`src/rtl/game_pkg.sv`:
```
// Shared game-mode enum and frame timebase constants.
// Imported by the sequencer, overlay mux and sprite engine.
package game_pkg;

  typedef enum logic [1:0] {
    START    = 2'b00,
    PLAY     = 2'b01,
    PAUSE    = 2'b10,
    GAMEOVER = 2'b11
  } gamestate_t;

  localparam logic [5:0] FRAME_WRAP = 6'd63;

endpackage

```
`src/rtl/btn_rise_detect.sv`:
```
// Rising-edge detector for a synchronized button level.
// Ports: clk, rst (sync, active-high), i_level in, o_rise out.
module btn_rise_detect (
  input  logic clk,
  input  logic rst,
  input  logic i_level,
  output logic o_rise
);

  logic r_q;

  // History follows the input even during reset, so a button held
  // through reset is not seen as a fresh press afterwards.
  always_ff @(posedge clk) begin
    r_q <= i_level;
  end

  assign o_rise = i_level & ~r_q & ~rst;

endmodule

```
`src/rtl/game_state_sequencer.sv`:
```
// Top-level game mode FSM, lives/respawn, GameOver timer, frame timebase.
// Ports: frame_Clk, Reset, buttons/events in; gameState, FrameCount,
// blink_on, lives, respawn, freeze out (all registered).
module game_state_sequencer
  import game_pkg::*;
#(
  parameter logic [1:0] LIVES_INIT      = 2'd3,
  parameter logic [7:0] GAMEOVER_FRAMES = 8'd180
) (
  input  logic       frame_Clk,
  input  logic       Reset,
  input  logic       start_btn,
  input  logic       pause_btn,
  input  logic       player_dead,
  input  logic       level_clear,
  output logic [1:0] gameState,
  output logic [5:0] FrameCount,
  output logic       blink_on,
  output logic [1:0] lives,
  output logic       respawn,
  output logic       freeze
);

  gamestate_t r_state;
  gamestate_t w_state;
  logic [1:0] r_lives;
  logic [1:0] w_lives;
  logic [7:0] r_go_cnt;
  logic [7:0] w_go_cnt;
  logic       r_respawn;
  logic       w_respawn;
  logic       r_freeze;
  logic [5:0] r_frame;
  logic       r_blink;
  logic       w_start_rise;
  logic       w_pause_rise;

  btn_rise_detect u_start_rise (
    .clk    (frame_Clk),
    .rst    (Reset),
    .i_level(start_btn),
    .o_rise (w_start_rise)
  );

  btn_rise_detect u_pause_rise (
    .clk    (frame_Clk),
    .rst    (Reset),
    .i_level(pause_btn),
    .o_rise (w_pause_rise)
  );

  always_comb begin
    w_state   = r_state;
    w_lives   = r_lives;
    w_go_cnt  = r_go_cnt;
    w_respawn = 1'b0;
    unique case (r_state)
      START: begin
        if (w_start_rise) begin
          w_state   = PLAY;
          w_lives   = LIVES_INIT;
          w_respawn = 1'b1;
        end
      end
      PLAY: begin
        // Death outranks level end, which outranks pause.
        if (player_dead) begin
          if (r_lives <= 2'd1) begin
            w_state  = GAMEOVER;
            w_lives  = 2'd0;
            w_go_cnt = 8'd0;
          end else begin
            w_lives   = r_lives - 2'd1;
            w_respawn = 1'b1;
          end
        end else if (level_clear) begin
          w_state = START;
        end else if (w_pause_rise) begin
          w_state = PAUSE;
        end
      end
      PAUSE: begin
        if (w_pause_rise | w_start_rise) begin
          w_state = PLAY;
        end
      end
      GAMEOVER: begin
        if (r_go_cnt == GAMEOVER_FRAMES - 8'd1) begin
          w_state  = START;
          w_go_cnt = 8'd0;
        end else begin
          w_go_cnt = r_go_cnt + 8'd1;
        end
      end
    endcase
  end

  always_ff @(posedge frame_Clk) begin
    if (Reset) begin
      r_state   <= START;
      r_lives   <= 2'd0;
      r_go_cnt  <= 8'd0;
      r_respawn <= 1'b0;
      r_freeze  <= 1'b0;
      r_frame   <= 6'd0;
      r_blink   <= 1'b1;
    end else begin
      r_state   <= w_state;
      r_lives   <= w_lives;
      r_go_cnt  <= w_go_cnt;
      r_respawn <= w_respawn;
      r_freeze  <= (w_state == PAUSE) || (w_state == GAMEOVER);
      r_frame   <= r_frame + 6'd1;
      if (r_frame == FRAME_WRAP) begin
        r_blink <= ~r_blink;
      end
    end
  end

  assign gameState  = r_state;
  assign FrameCount = r_frame;
  assign blink_on   = r_blink;
  assign lives      = r_lives;
  assign respawn    = r_respawn;
  assign freeze     = r_freeze;

endmodule

```
`config.mk`:
```
export PLATFORM = sky130hd
export DESIGN_NAME = game_state_sequencer
export DESIGN_NICKNAME = d
export VERILOG_FILES = /design/src/rtl/game_pkg.sv /design/src/rtl/btn_rise_detect.sv /design/src/rtl/game_state_sequencer.sv
export SDC_FILE = /design/constraint.sdc
export NUM_CORES = 1
export LEC_CHECK = 0
export BUFFER_PORTS_ARGS = -buffer_cell sky130_fd_sc_hd__buf_2
export CAP_MARGIN = 30
export CORE_MARGIN = 5
export CORE_UTILIZATION = 47
export DETAILED_ROUTE_END_ITERATION = 10
export PLACE_DENSITY = 0.69
export SLEW_MARGIN = 20
export SYNTH_ARGS = -nofsm -noshare
export SYNTH_HDL_FRONTEND = slang
export SYNTH_SLANG_ARGS = --single-unit
export TNS_END_PERCENT = 50
```
`constraint.sdc`:
```
create_clock -name frame_Clk -period 2.1 [get_ports frame_Clk]
set_clock_uncertainty 0.1 [all_clocks]
set_input_delay 0.105 -clock frame_Clk [delete_from_list [all_inputs] [get_ports frame_Clk]]
set_output_delay 0.105 -clock frame_Clk [all_outputs]
set_load 0.005 [all_outputs]
```
==> results.yml <==
clock_tree:
  cts_sinks: 23
  cts_tree: "built"
  htreeDepth: 1
  numCtsBuffers: 3
  root_buffer: "clkbuf_4"
  cts_resized: 0
  clkTransAtPathRegs_ns: 0.12
  cts_buffer_depth: 2
  clk_latency_ns: 0.30
routing:
  drt-initial-drc-count: 12
  drt_first_pass_iters: 4
  drtAntennaViolNets: 0
  drt_wl_total_um: 2000
  routed_via_density: 5.35
  post_drt_wl_per_cell_um: 12.7
  vias: 846
  drc_errors: 0
global_route:
  grt_use_total_pct: 12.8
  antenna_found_initial: 0
  grt_pass1_vias: 830
  grt_max_degree: 19
  grt_pass1_wl_um: 3390
  grt.overflow.total: 0
power:
  power.total_w: 0.000755
  p_sw_share_pct: 25.6
  powerDensity_nw_per_um2: 639
  power.switching_w: 0.000193
  irDropWorstVdd_uv: 436
  pwr-share-clk_pct: 26.4
  internal_power_w: 0.000562
  p_leak_nw: 0.475
  power_frac_comb_pct: 10.7
  pwr-share-seq_pct: 62.9
die:
  core-area_um2: 2150
  die-width_um: 56.8
  die-area_um2: 3220
  die_y_um: 56.8
  row_count: 17
  ioPinCount: 19
  start_util_pct: 47.8
synthesis:
  synth_top_area_share_pct: 44.8
  syn_area_um2: 1030
  synth_cells: 109
  synthTopCellsByCount: "dfxtp_1 (23), nor2_1 (14), xor2_1 (10), nand2_1 (7), nand3_1 (6)"
  ys.flop_type: "dfxtp_1"
  syn_nets: 117
  synthArstFlopShare_pct: 0
  synthAdderAreaFrac_pct: 2.44
  synth_cell_types: 35
  synth_compound_area_share_pct: 18.1
  synth-xor-area-share_pct: 9.38
  yosysTopAreaCell: "dfxtp_1"
  yosys.area_share.simple_pct: 22.8
  synth_top_family_by_area: "simple AND/OR/NAND/NOR gates"
  avgSynthCellArea_um2: 9.42
  synthTopCellsByArea: "dfxtp_1 (45%), xor2_1 (8.5%), nor2_1 (5.1%)"
  synth-edff-count: 0
  ys_seq_area_share_pct: 44.8
  synth.most_common_cell: "dfxtp_1"
  ys.warnings.count: 0
  synth-seq-cells: 23
  synthMuxAreaShare_pct: 0
worst_setup_path:
  critical_path_class: "flip-flop to flip-flop"
  reg2reg_depth: 4
  path_max_fanout: 13
  reg2reg_to: "gameState[0]"
  arrival_ns: 1.66
  crit_slowest_cell: "dfxtp_1"
  r2r_start: "gameState[1]"
  cp-startpoint: "gameState[1]"
  rrSetupSlack_ns: 0.55
  cp_cell_sequence: "inv_1 > a21oi_1 > nand2_1 > a221oi_1"
  cp-start-kind: "flip-flop"
  endpoint: "gameState[0]"
  worstSetupEndpointType: "flip-flop"
  max_stage_delay_ns: 0.61
  crit_required_ns: 2.22
hold_path:
  hp-class: "input port to flip-flop"
finish:
  nFillCells: 208
  drive_gt1_share_pct: 23.3
  fin_nets: 138
  syn2layout_area_growth_pct: 15.0
  final_core_util_pct: 55.0
sta:
  fmax_mhz: 647
  slew_headroom_pct: 64.7
  post-route-period-util_pct: 73.6
  fin_tns_setup_ns: 0
  timing.final.setup_violations: 0
  worst_pin_slew_ns: 0.529
  whs_ns: 0.0713
  timing.final.ws_setup_ns: 0.554
  rsz0062_at_grt: "false"
  timing.final.crit_period_ns: 1.55
  finalMaxSlewViolations: 0
  final_hold_viol_count: 0
placement:
  io_buffers: 18
  gp_congestion: 0.778
  dpl.hpwl_um: 1480
  place_ws_ns: 0.587
run_status:
  status: "finished clean"
job:
  maxCapViolations: 0
-- sequential cells by signal, indices dropped and copies added, names as in the netlist --
signal / cells
r_go_cnt: 8
FrameCount: 6
gameState: 2
lives: 2
blink_on: 1
freeze: 1
respawn: 1
u_pause_rise.r_q: 1
u_start_rise.r_q: 1
-- cell families after synthesis --
group                    Yosys count
adder cells (fa/ha/maj)            2
buffers and inverters              5
flip-flops                        23
XOR/XNOR                          11
AO/OA/AOI/OAI                     24
AND/OR/NAND/NOR                   44
-- critical path: cells and delay by family, from the launching register on --
kind,cells,cell delay (ns)
buf+inv,1,0.21
flops,1,0.61
simple gates,1,0.08
compound gates,2,0.47
-- per-layer routing --
metal  global-route usage [%]  vias to the layer above  routed length [um]
met5                        0                        -                   0
met4                     4.30                        0                  18
met3                     2.76                        2                  47
met2                     23.1                       11                1020
met1                     14.9                      403                 917
li1                         -                      430                   -
-- metrics by stage --
step                      std cells  area, um^2
after floorplan                 109        1030
after global placement          151        1130
after detailed placement        151        1130
after CTS                       157        1180
after global routing            157        1180
final                           158        1180
-- how the worst min path moves through the flow --
| stage | from | endpoint | cells past startpoint |
|---|---|---|---|
| detailed placement | pause_btn | u_pause_rise.r_q | 1 |
| finish | Reset | FrameCount[2] | 2 |
| global route | Reset | FrameCount[4] | 2 |
| floorplan | pause_btn | u_pause_rise.r_q | 0 |
| global placement | start_btn | u_start_rise.r_q | 1 |
| CTS | Reset | FrameCount[2] | 2 |
-- what timing repair did --
action / in CTS / in global routing
hold endpoints to repair: 2 / 0
setup buffers: 0 / 0
hold buffers: 2 / 0
-- power by group through the flow --
stage	sequential, W	combinational (W)	clock (W)
after CTS	0.000474	0.0000814	0.000206
after detailed placement	0.000484	0.0000781	0
after global placement	0.000483	0.0000765	0
after floorplan	0.000477	0.0000574	0
final	0.000475	0.0000806	0.000199
after global routing	0.000478	0.0000901	0.000221
-- final cells by class --
class / count / area, um^2 / share of cell area [%]
tap: 28 / 35.0 / 2.97
clock inverter: 1 / 5.00 / 0.424
multi-input combinational: 81 / 542 / 45.9
clock buffer: 3 / 22.5 / 1.91
antenna: 1 / 2.50 / 0.212
sequential: 23 / 460 / 39.0
timing repair buffer: 20 / 110 / 9.32
inverter: 1 / 3.75 / 0.318
-- layout by cell type (no fill, tap or decap), types with 2 or more instances in the layout --
cell | netlist | final
o211ai_1 | 5 | 5
and3_1 | 5 | 5
a2111oi_2 | 2 | 2
xor2_1 | 10 | 10
clkbuf_4 | 0 | 3
ha_1 | 2 | 2
nor2_1 | 14 | 14
nand2b_1 | 4 | 4
dlygate4sd3_1 | 0 | 2
dfxtp_1 | 23 | 23
buf_2 | 2 | 18
nand2_1 | 7 | 7
a21oi_1 | 4 | 4
nor2b_1 | 2 | 2
o21ai_1 | 2 | 2
nand3_1 | 6 | 6
Power figures use the tool's default switching activity.
